File: src/rtl/regfile_sb_pkg.sv
// Shared constants and FSM encoding for the ID-stage register file.
package regfile_sb_pkg;

  localparam int REGNUM_ZERO = 0;
  localparam int REGNUM_RA   = 31;

  typedef enum logic {
    RF_INIT = 1'b0,
    RF_RUN  = 1'b1
  } rf_state_t;

endpackage

File: src/rtl/regfile_sb_if.sv
// Read/write/issue bus of the register file; slave = the file, master = the pipeline.
interface regfile_sb_if #(
  parameter int DW  = 32,
  parameter int AW  = 5,
  parameter int NRD = 2
);
  logic              INIT_REQ;
  logic              READY;
  logic [NRD*AW-1:0] RADDR;
  logic [NRD*DW-1:0] RDATA;
  logic [NRD-1:0]    HAZARD;
  logic              ISSUE_VLD;
  logic [AW-1:0]     ISSUE_DST;
  logic              WE;
  logic [AW-1:0]     WADDR;
  logic [DW-1:0]     WDATA;

  modport slave (
    input  INIT_REQ, RADDR, ISSUE_VLD, ISSUE_DST, WE, WADDR, WDATA,
    output READY, RDATA, HAZARD
  );

  modport master (
    output INIT_REQ, RADDR, ISSUE_VLD, ISSUE_DST, WE, WADDR, WDATA,
    input  READY, RDATA, HAZARD
  );
endinterface

File: src/rtl/regfile_sb_rport.sv
// One combinational read port: r0 guard, write-to-read bypass and hazard qualification.
module regfile_rport #(
  parameter int DW     = 32,
  parameter int AW     = 5,
  parameter int BYPASS = 1
) (
  input  logic          run,
  input  logic [AW-1:0] raddr,
  input  logic [DW-1:0] stored,
  input  logic          pending,
  input  logic          we,
  input  logic [AW-1:0] waddr,
  input  logic [DW-1:0] wdata,
  output logic [DW-1:0] rdata,
  output logic          hazard
);

  logic hit;

  // A bypassed write also resolves the hazard, since the operand is now on the bus.
  assign hit = (BYPASS != 0) && we && (waddr == raddr) && (waddr != '0);

  always_comb begin
    rdata = '0;
    if (run && (raddr != '0)) begin
      rdata = hit ? wdata : stored;
    end
  end

  assign hazard = run & pending & ~hit;

endmodule

File: src/rtl/regfile_sb.sv
// MIPS register file with a power-up clear sweep, issue scoreboard, bypass and r0 guard.
module regfile_sb
  import regfile_sb_pkg::*;
#(
  parameter int DW     = 32,
  parameter int AW     = 5,
  parameter int NRD    = 2,
  parameter int BYPASS = 1
) (
  input  logic         CLK,
  input  logic         RST_N,
  regfile_sb_if.slave  bus
);

  localparam int DEPTH = 1 << AW;
  localparam logic [AW:0] IDX_LAST = (AW+1)'(DEPTH - 1);
  localparam logic [AW-1:0] R0 = AW'(REGNUM_ZERO);

  rf_state_t      state_q, state_d;
  logic [AW:0]    idx_q, idx_d;
  logic [DW-1:0]  mem [DEPTH];
  logic [DEPTH-1:0] pend_q, pend_d;
  logic           run;
  logic           wr_en;
  logic           iss_en;

  assign run    = (state_q == RF_RUN);
  assign wr_en  = run & bus.WE & (bus.WADDR != R0);
  assign iss_en = run & bus.ISSUE_VLD & (bus.ISSUE_DST != R0);
  assign bus.READY = run;

  always_ff @(posedge CLK or negedge RST_N) begin
    if (!RST_N) begin
      state_q <= RF_INIT;
      idx_q   <= '0;
      pend_q  <= '0;
    end else begin
      state_q <= state_d;
      idx_q   <= idx_d;
      pend_q  <= pend_d;
    end
  end

  always_comb begin
    state_d = state_q;
    idx_d   = idx_q;
    unique case (state_q)
      RF_INIT: begin
        idx_d = idx_q + 1'b1;
        if (idx_q == IDX_LAST) state_d = RF_RUN;
      end
      RF_RUN: begin
        if (bus.INIT_REQ) begin
          state_d = RF_INIT;
          idx_d   = '0;
        end
      end
      default: begin
        state_d = RF_INIT;
        idx_d   = '0;
      end
    endcase
  end

  // Set after clear so a re-issued destination stays outstanding.
  always_comb begin
    pend_d = pend_q;
    if (!run || bus.INIT_REQ) begin
      pend_d = '0;
    end else begin
      if (wr_en)  pend_d[bus.WADDR]     = 1'b0;
      if (iss_en) pend_d[bus.ISSUE_DST] = 1'b1;
    end
    pend_d[REGNUM_ZERO] = 1'b0;
  end

  // Storage is data only: the sweep, not the reset, gives it a defined value.
  always_ff @(posedge CLK) begin
    if (!run) begin
      mem[idx_q[AW-1:0]] <= '0;
    end else if (wr_en) begin
      mem[bus.WADDR] <= bus.WDATA;
    end
  end

  for (genvar i = 0; i < NRD; i++) begin : g_rport
    logic [AW-1:0] ra;
    assign ra = bus.RADDR[i*AW +: AW];

    regfile_rport #(
      .DW     (DW),
      .AW     (AW),
      .BYPASS (BYPASS)
    ) u_rport (
      .run     (run),
      .raddr   (ra),
      .stored  (mem[ra]),
      .pending (pend_q[ra]),
      .we      (bus.WE),
      .waddr   (bus.WADDR),
      .wdata   (bus.WDATA),
      .rdata   (bus.RDATA[i*DW +: DW]),
      .hazard  (bus.HAZARD[i])
    );
  end

endmodule

File: src/flat_wrapper.sv
// flat-port wrapper written by rule: the top's interface ports become plain ports
module regfile_sb_flat import regfile_sb_pkg::*;
#(
  parameter int DW     = 32,
  parameter int AW     = 5,
  parameter int NRD    = 2,
  parameter int BYPASS = 1
)
  (CLK, RST_N, bus_INIT_REQ, bus_RADDR, bus_ISSUE_VLD, bus_ISSUE_DST, bus_WE, bus_WADDR, bus_WDATA, bus_READY, bus_RDATA, bus_HAZARD);
  regfile_sb_if #(.DW(DW), .AW(AW), .NRD(NRD)) bus_i ();
  input  logic CLK;
  input  logic RST_N;
  input wire logic [$bits(bus_i.INIT_REQ)-1:0] bus_INIT_REQ;
  input wire logic [$bits(bus_i.RADDR)-1:0] bus_RADDR;
  input wire logic [$bits(bus_i.ISSUE_VLD)-1:0] bus_ISSUE_VLD;
  input wire logic [$bits(bus_i.ISSUE_DST)-1:0] bus_ISSUE_DST;
  input wire logic [$bits(bus_i.WE)-1:0] bus_WE;
  input wire logic [$bits(bus_i.WADDR)-1:0] bus_WADDR;
  input wire logic [$bits(bus_i.WDATA)-1:0] bus_WDATA;
  output wire logic [$bits(bus_i.READY)-1:0] bus_READY;
  output wire logic [$bits(bus_i.RDATA)-1:0] bus_RDATA;
  output wire logic [$bits(bus_i.HAZARD)-1:0] bus_HAZARD;
  assign bus_i.INIT_REQ = bus_INIT_REQ;
  assign bus_i.RADDR = bus_RADDR;
  assign bus_i.ISSUE_VLD = bus_ISSUE_VLD;
  assign bus_i.ISSUE_DST = bus_ISSUE_DST;
  assign bus_i.WE = bus_WE;
  assign bus_i.WADDR = bus_WADDR;
  assign bus_i.WDATA = bus_WDATA;
  assign bus_READY = bus_i.READY;
  assign bus_RDATA = bus_i.RDATA;
  assign bus_HAZARD = bus_i.HAZARD;
  regfile_sb #(.DW(DW), .AW(AW), .NRD(NRD), .BYPASS(BYPASS)) u_core (.CLK(CLK), .RST_N(RST_N), .bus(bus_i));
endmodule
File: config.mk
export PLATFORM = sky130hd
export DESIGN_NAME = regfile_sb_flat
export DESIGN_NICKNAME = d
export VERILOG_FILES = /design/src/rtl/regfile_sb_pkg.sv /design/src/rtl/regfile_sb_if.sv /design/src/rtl/regfile_sb_rport.sv /design/src/rtl/regfile_sb.sv /design/src/flat_wrapper.sv
export SDC_FILE = /design/constraint.sdc
export NUM_CORES = 1
export LEC_CHECK = 0
export ABC_AREA = 0
export CAP_MARGIN = 25
export CORE_MARGIN = 1.5
export CORE_UTILIZATION = 58
export CTS_CLUSTER_DIAMETER = 100
export DETAILED_ROUTE_END_ITERATION = 8
export PLACE_DENSITY_LB_ADDON = 0.15
export SYNTH_ARGS = -nofsm -noshare
export SYNTH_HDL_FRONTEND = slang
export SYNTH_SLANG_ARGS = --single-unit
File: constraint.sdc
create_clock -name CLK -period 4.35 [get_ports CLK]
set_input_delay 0.6525 -clock CLK [delete_from_list [all_inputs] [get_ports CLK]]
set_output_delay 0.6525 -clock CLK [all_outputs]
set_load 0.02 [all_outputs]
Word-level counts from Yosys, hierarchy flattened
Memories as Yosys holds them, arrays and structs flattened.
Index checks and enable logic that the tools add are counted.
W data, S select, Z words.
{"block": "op_classes", "n_addsub": 1, "n_mul": 0, "n_div": 0, "order_cmp": 6, "n_eq_ne": 4, "shift": 0, "n_mux": 28, "bitwise": 14, "reduce_logical": 15}
{"cell": "$mux W32", "n": 9}
{"cell": "$and A32 B32 Y32", "n": 1}
{"cell": "$not A32 Y32", "n": 1}
{"cell": "$or A32 B32 Y32", "n": 1}
{"cell": "$reduce_or A32 Y1", "n": 1}
{"cell": "$lt A5 B6 Y1 const B", "n": 4}
{"cell": "$reduce_bool A5 Y1", "n": 4}
{"cell": "$pmux W6 S2", "n": 1}
{"cell": "$mux W1", "n": 11}
{"cell": "$bmux W1 S5", "n": 2}
{"cell": "$demux W1 S5", "n": 2}
{"cell": "$eq A5 B5 Y1", "n": 2}
{"cell": "$ge A5 B1 Y1 const B", "n": 2}
{"cell": "$and A1 B1 Y1", "n": 8}
{"cell": "$logic_and A1 B1 Y1", "n": 8}
{"cell": "$add A6 B1 Y6 const B", "n": 1}
{"cell": "$eq A6 B5 Y1 const B", "n": 1}
{"cell": "$mux W6", "n": 1}
{"cell": "$mux W5", "n": 1}
{"cell": "$not A1 Y1", "n": 3}
{"cell": "$ne A2 B2 Y1 const B", "n": 1}
{"cell": "$pmux W1 S2", "n": 1}
{"cell": "$logic_not A1 Y1", "n": 1}
{"cell": "$logic_or A1 B1 Y1", "n": 1}
{"block": "totals", "reg_bits": 38, "latch_bits": 0, "ramBits": 1024, "rom_bits": 0, "in_bits": 57, "output_inout_bits": 67, "elab_cells": 72, "memories": 1}
{"name": "u_core.mem", "depth": 32, "width": 32, "read_ports": 2, "rd_clocked_by_memory_dff": 0, "wr": 1, "line_no": "regfile_sb.sv:21", "rtl": "logic [DW-1:0] mem [DEPTH];"}

Longest topological paths before layout
{"block": "depth", "depth_word": 11, "mapped_depth": 9, "depth_no_buf": 5}

By module
A second synthesis with hierarchy kept.
{"block": "hier_totals", "cells_unflattened": 2659, "area_unflattened_um2": 50108.1}
{"mod": "regfile_sb", "instances": 1, "cells_each": 2423, "area_each_um2": 48564.1, "seq_area_each_um2": 31700.4}
{"mod": "regfile_rport", "instances": 2, "cells_each": 118, "area_each_um2": 772.0, "seq_area_each_um2": 0.0}

Least setup slack after synthesis
Ideal clock, no wire load.
{"block": "synth_path", "kind": "input port to flip-flop", "startpoint": "input port bus_WADDR[2]", "endpoint": "memory u_core.mem[11][0], enable pin", "setup_ns": 0.421, "arrival_time_ns": 3.382, "required_time_ns": 3.929, "setup_slack_ns": 0.547, "stages": 7, "path_buffers": 2, "path_cell_list": "buf_2 -> or3_4 -> o211ai_4 -> mux2i_1 -> or2_1 -> clkbuf_1 -> nor2_1"}
{"block": "synth_between", "elab_chain_len": 7, "word_cells_on_any_way": 8, "cone_classes": "mux (5); bitwise (1); reduce/logical (2)"}
{"item": "start: declaration", "line_no": "flat_wrapper.sv:18", "rtl": "input wire logic [$bits(bus_i.WADDR)-1:0] bus_WADDR;"}
{"item": "$reduce_bool A5 Y1", "line_no": "regfile_sb.sv:28", "rtl": "assign wr_en = run & bus.WE & (bus.WADDR != R0);"}
{"item": "$and A1 B1 Y1", "line_no": "regfile_sb.sv:28"}
{"item": "$mux W1", "line_no": "regfile_sb.sv:81", "rtl": "end else if (wr_en) begin"}
{"item": "$mux W1", "line_no": "regfile_sb.sv:79", "rtl": "if (!run) begin"}
{"item": "$mux W1 (not written as such)", "line_no": "regfile_sb.sv:82", "rtl": "mem[bus.WADDR] <= bus.WDATA;"}
{"item": "$reduce_or A32 Y1 (no source line)"}
{"item": "$mux W5 (no source line) or $mux W1 (tied branches)"}
{"item": "end: declaration", "line_no": "regfile_sb.sv:21"}
Parallel ways exist; a longest one is shown, timed or not.

Worst setup path in the final report
{"block": "layout_path", "startpoint": "input port bus_WADDR[2]", "endpoint": "output port bus_RDATA[15]"}
{"block": "layout_between", "elab_chain_len": 5, "word_cells_on_any_way": 6, "cone_classes": "eq/ne (1); mux (2); reduce/logical (3)"}
{"item": "$eq A5 B5 Y1", "line_no": "regfile_sb_rport.sv:21", "rtl": "assign hit = (BYPASS != 0) && we && (waddr == raddr) && (waddr != '0);"}
{"item": "$logic_and A1 B1 Y1", "line_no": "regfile_sb_rport.sv:21"}
{"item": "$logic_and A1 B1 Y1 (*)", "line_no": "regfile_sb_rport.sv:21"}
{"item": "$mux W32 (*)", "line_no": "regfile_sb_rport.sv:26", "rtl": "rdata = hit ? wdata : stored;"}
{"item": "$mux W32 (*)", "line_no": "regfile_sb_rport.sv:25", "rtl": "if (run && (raddr != '0)) begin"}
{"item": "end: declaration", "line_no": "flat_wrapper.sv:21", "rtl": "output wire logic [$bits(bus_i.RDATA)-1:0] bus_RDATA;"}
Every way passes the cells marked *; elsewhere a longest branch is shown, timed or not.

==> out/qor.yml <==
synth:
  synth.top_cell.area_share_pct: 61.1
  synthFlopType: "edfxtp_1"
  synth-seq-cells: 1062
  synth_area_per_cell_sq_um: 18.1
  syn_area_sq_um: 50300
  synth_area_leader_cell: "edfxtp_1"
  synth.distinct_cells: 53
  synth_area_leaders: "edfxtp_1 (61%), mux4_2 (21%), mux2i_1 (3.4%)"
  ys_seq_area_share_pct: 63.0
  synthesis.nets: 2834
  ys_async_sr_fraction_pct: 3.58
  yosys_warnings: 0
  syn_inst: 2776
  synth_edf_count: 1024
clock_network:
  ctsResizeCount: 0
  cts-root-buf: "clkbuf_16"
  cts_buffers: 109
  postCtsSetupRepairBufs: 0
  clk_path_buf_depth: 3
  hold_buffers: 0
  path_clk_slew_ns: 0.06
  cts.sinks: 1062
  clock_latency_ns: 0.70
  h-tree-depth: 3
  cts_tree: "done"
power_and_ir_drop:
  power.switching_mw: 7.64
  internal_power_mw: 19.7
  pwr-share-comb_pct: 18.6
  p_sw_share_pct: 28.0
  total_power_mw: 27.3
  powerDensity_nw_per_um2: 466
  clkPwrFrac_pct: 34.1
  p_leak_nw: 19.8
  pwr-share-seq_pct: 47.3
  vdd.ir_drop.worst_v: 0.000387
finish:
  fill_cells: 5410
  final_cell_mix: "edfxtp_1 (1024), mux4_2 (465), buf_4 (179), nand2_1 (173), mux2i_1 (171)"
  register_area_sq_um: 31700
  antenna_cells: 0
  finalNonFillerCells: 4252
  syn_to_final_growth_pct: 16.5
  fin_nets: 3084
  final_common_cell: "edfxtp_1"
  multi_input_area_sq_um: 17900
  drive_gt1_share_pct: 30.2
routing:
  first_pass_iters: 5
  ant_nets: 0
  vias: 32400
  avgRoutedWirePerCell_um: 38.7
  vias_per_cell: 7.61
  initialDrtViolationCount: 5044
  wl_um: 165000
  drc: 0
die:
  die_area_sq_um: 88500
  start_util_pct: 58.8
  fp-row-count: 107
  core-area_sq_um: 85500
  pin_count: 124
  fp.dieW_um: 298
  die_y_um: 298
critical_path:
  path_class: "input port to output port"
  critical_path.endpoint: "bus_RDATA[15]"
  worstPathArrival_ns: 3.58
  endpoint_kind: "output port"
  cp.required_ns: 3.70
  crit_fanout: 13
  crit_chain: "clkdlybuf4s50_1 -> or3_4 -> o2111ai_2 -> or2_1 -> and3_2 -> buf_4 -> a221o_1 -> clkdlybuf4s50_1"
  r2r_cells: 4
  slowest_stage: "clkdlybuf4s50_1"
  setup.worst_path.start_class: "input port"
  crit_buf_inv: 3
  path_common_cell: "clkdlybuf4s50_1"
  worstSetupPathDepth: 8
  r2r-start: "u_core.bus.READY$_DFF_PN0_"
  critPathLaunch: "bus_WADDR[2]"
  critPathTopFamily: "buffers and inverters"
  reg2reg_slack_ns: 1.33
  r2r_end: "u_core.mem[13][20]$_DFFE_PP_"
  cpPeakStageDelay_ns: 0.61
global_route:
  grt_max_degree: 50
  grt.busiest_layer: "met2"
  grt_use_met3_pct: 9.20
  grt_pass1_wl_um: 236000
  antenna_found_initial: 3
  grt_util_all_layers_pct: 37.5
  grt_util_met1_pct: 51.0
  met2_usage_pct: 56.3
  grt_pass1_vias: 33000
  grt_overflow: 0
placement:
  place_hpwl_um: 100000
  place.gp.congestion: 0.910
  numPortBuffers: 123
  placed_cells: 4056
timing:
  fin_worst_skew_ns: 0.0308
  timing_worst_slew_pin_value_ns: 1.01
  maxSlewViolCount: 0
  whs_ns: 0.406
  min_period_ns: 4.23
  setup_viol_count_final: 0
  fin_crit_sh_pct: 97.3
  max_freq_ghz: 0.236
  setup-tns-final_ns: 0
  rsz0062_at_grt: "no"
  hold_viol: 0
  slew_headroom_pct: 32.9
flow_run:
  maxCapViolCount: 0
min_path:
  hold_class: "input port to async pin"
status:
  status: "completed"
[worst min-delay path by stage]
stage / to / startpoint
finish: u_core.idx_q[1]$_DFFE_PN0N_ / RST_N
global route: u_core.pend_q[7]$_DFF_PN0_ / RST_N
CTS: u_core.pend_q[23]$_DFF_PN0_ / RST_N
detailed placement: u_core.idx_q[5]$_DFFE_PN0N_ / u_core.idx_q[5]$_DFFE_PN0N_
global placement: u_core.bus.READY$_DFF_PN0_ / u_core.idx_q[5]$_DFFE_PN0N_
floorplan: u_core.bus.READY$_DFF_PN0_ / RST_N
[worst reg2reg max path, delay by kind of cell (launching register included)]
kind	cells	cell delay, ns
flip-flops	1	0.54
AND/OR/NAND/NOR	1	0.89
buffers and inverters	2	0.85
AO/OA/AOI/OAI	1	0.40
[registers in the layout, indices dropped and copies added (netlist names)]
signal / flops
u_core.pend_q: 31
u_core.idx_q: 6
u_core.bus.READY: 1
u_core.mem: 1024
[power by group through the flow]
stage	clock [mW]	combinational, mW	sequential [mW]
after global placement	0	4.91	13.0
final	9.31	5.07	12.9
after global routing	9.72	5.18	13.0
after detailed placement	0	4.95	13.1
after CTS	9.35	4.97	12.9
after floorplan	0	2.52	13.0
[cells in the mapped netlist (2+ instances only)]
library cell	n
edfxtp_1	1024
mux4_2	465
nand2_1	173
mux2i_1	171
a22oi_1	159
clkbuf_1	130
buf_2	74
a221oi_1	64
a221o_1	63
nor2_1	57
a21oi_1	56
dfrtp_1	38
and3_1	35
and2_1	34
o21bai_1	32
a211oi_1	30
nand3_1	20
o21ai_0	19
buf_4	17
nor3_1	12
xnor2_1	12
buf_1	11
a32o_1	10
nor2b_1	9
nand2b_1	7
o211ai_1	6
inv_1	4
buf_6	3
clkinv_1	3
nand4_1	3
o31ai_1	3
or2_1	3
or2_2	3
a31o_2	2
a31oi_1	2
a41o_1	2
nor4_1	2
o21ai_1	2
o22ai_1	2
[routing by layer]
metal,share of wire (%),routed length (um),vias to the layer above
met3,13,21400,558
met2,46,75600,2707
li1,-,-,12400
met5,0.013,22,-
met1,35,57300,16700
met4,6.3,10300,4
[through the flow]
| step | cell area (sq um) | setup WS (ns) | utilization, % |
|---|---|---|---|
| final | 58600 | 0.115 | 68.5 |
| after global routing | 58600 | 0.0460 | 68.5 |
| after CTS | 58600 | 0.116 | 68.5 |
| after detailed placement | 55100 | 0.143 | 64.4 |
| after global placement | 55100 | 0.164 | 64.4 |
| after floorplan | 50300 | 0.547 | - |
[cells by family after synthesis]
| kind of cell | Yosys count | synth area share, % |
|---|---|---|
| adders and majority gates | 1 | 0.0249 |
| DFF | 1062 | 63.0 |
| buffers and inverters | 242 | 2.16 |
| xor gates and xnor gates | 12 | 0.209 |
| AOI/OAI and AO/OA | 460 | 7.09 |
| and+or+nand+nor | 363 | 3.31 |
| muxes | 636 | 24.2 |
[final cells by class]
class,count,share of cell area (%)
clock inverter,61,1.05
sequential,1062,54.1
clock buffer,132,4.91
multi-input combinational,1472,30.5
timing repair buffer,374,6.94
tap,1144,2.44
inverter,7,0.0448
(Power assumes the default switching activity.)
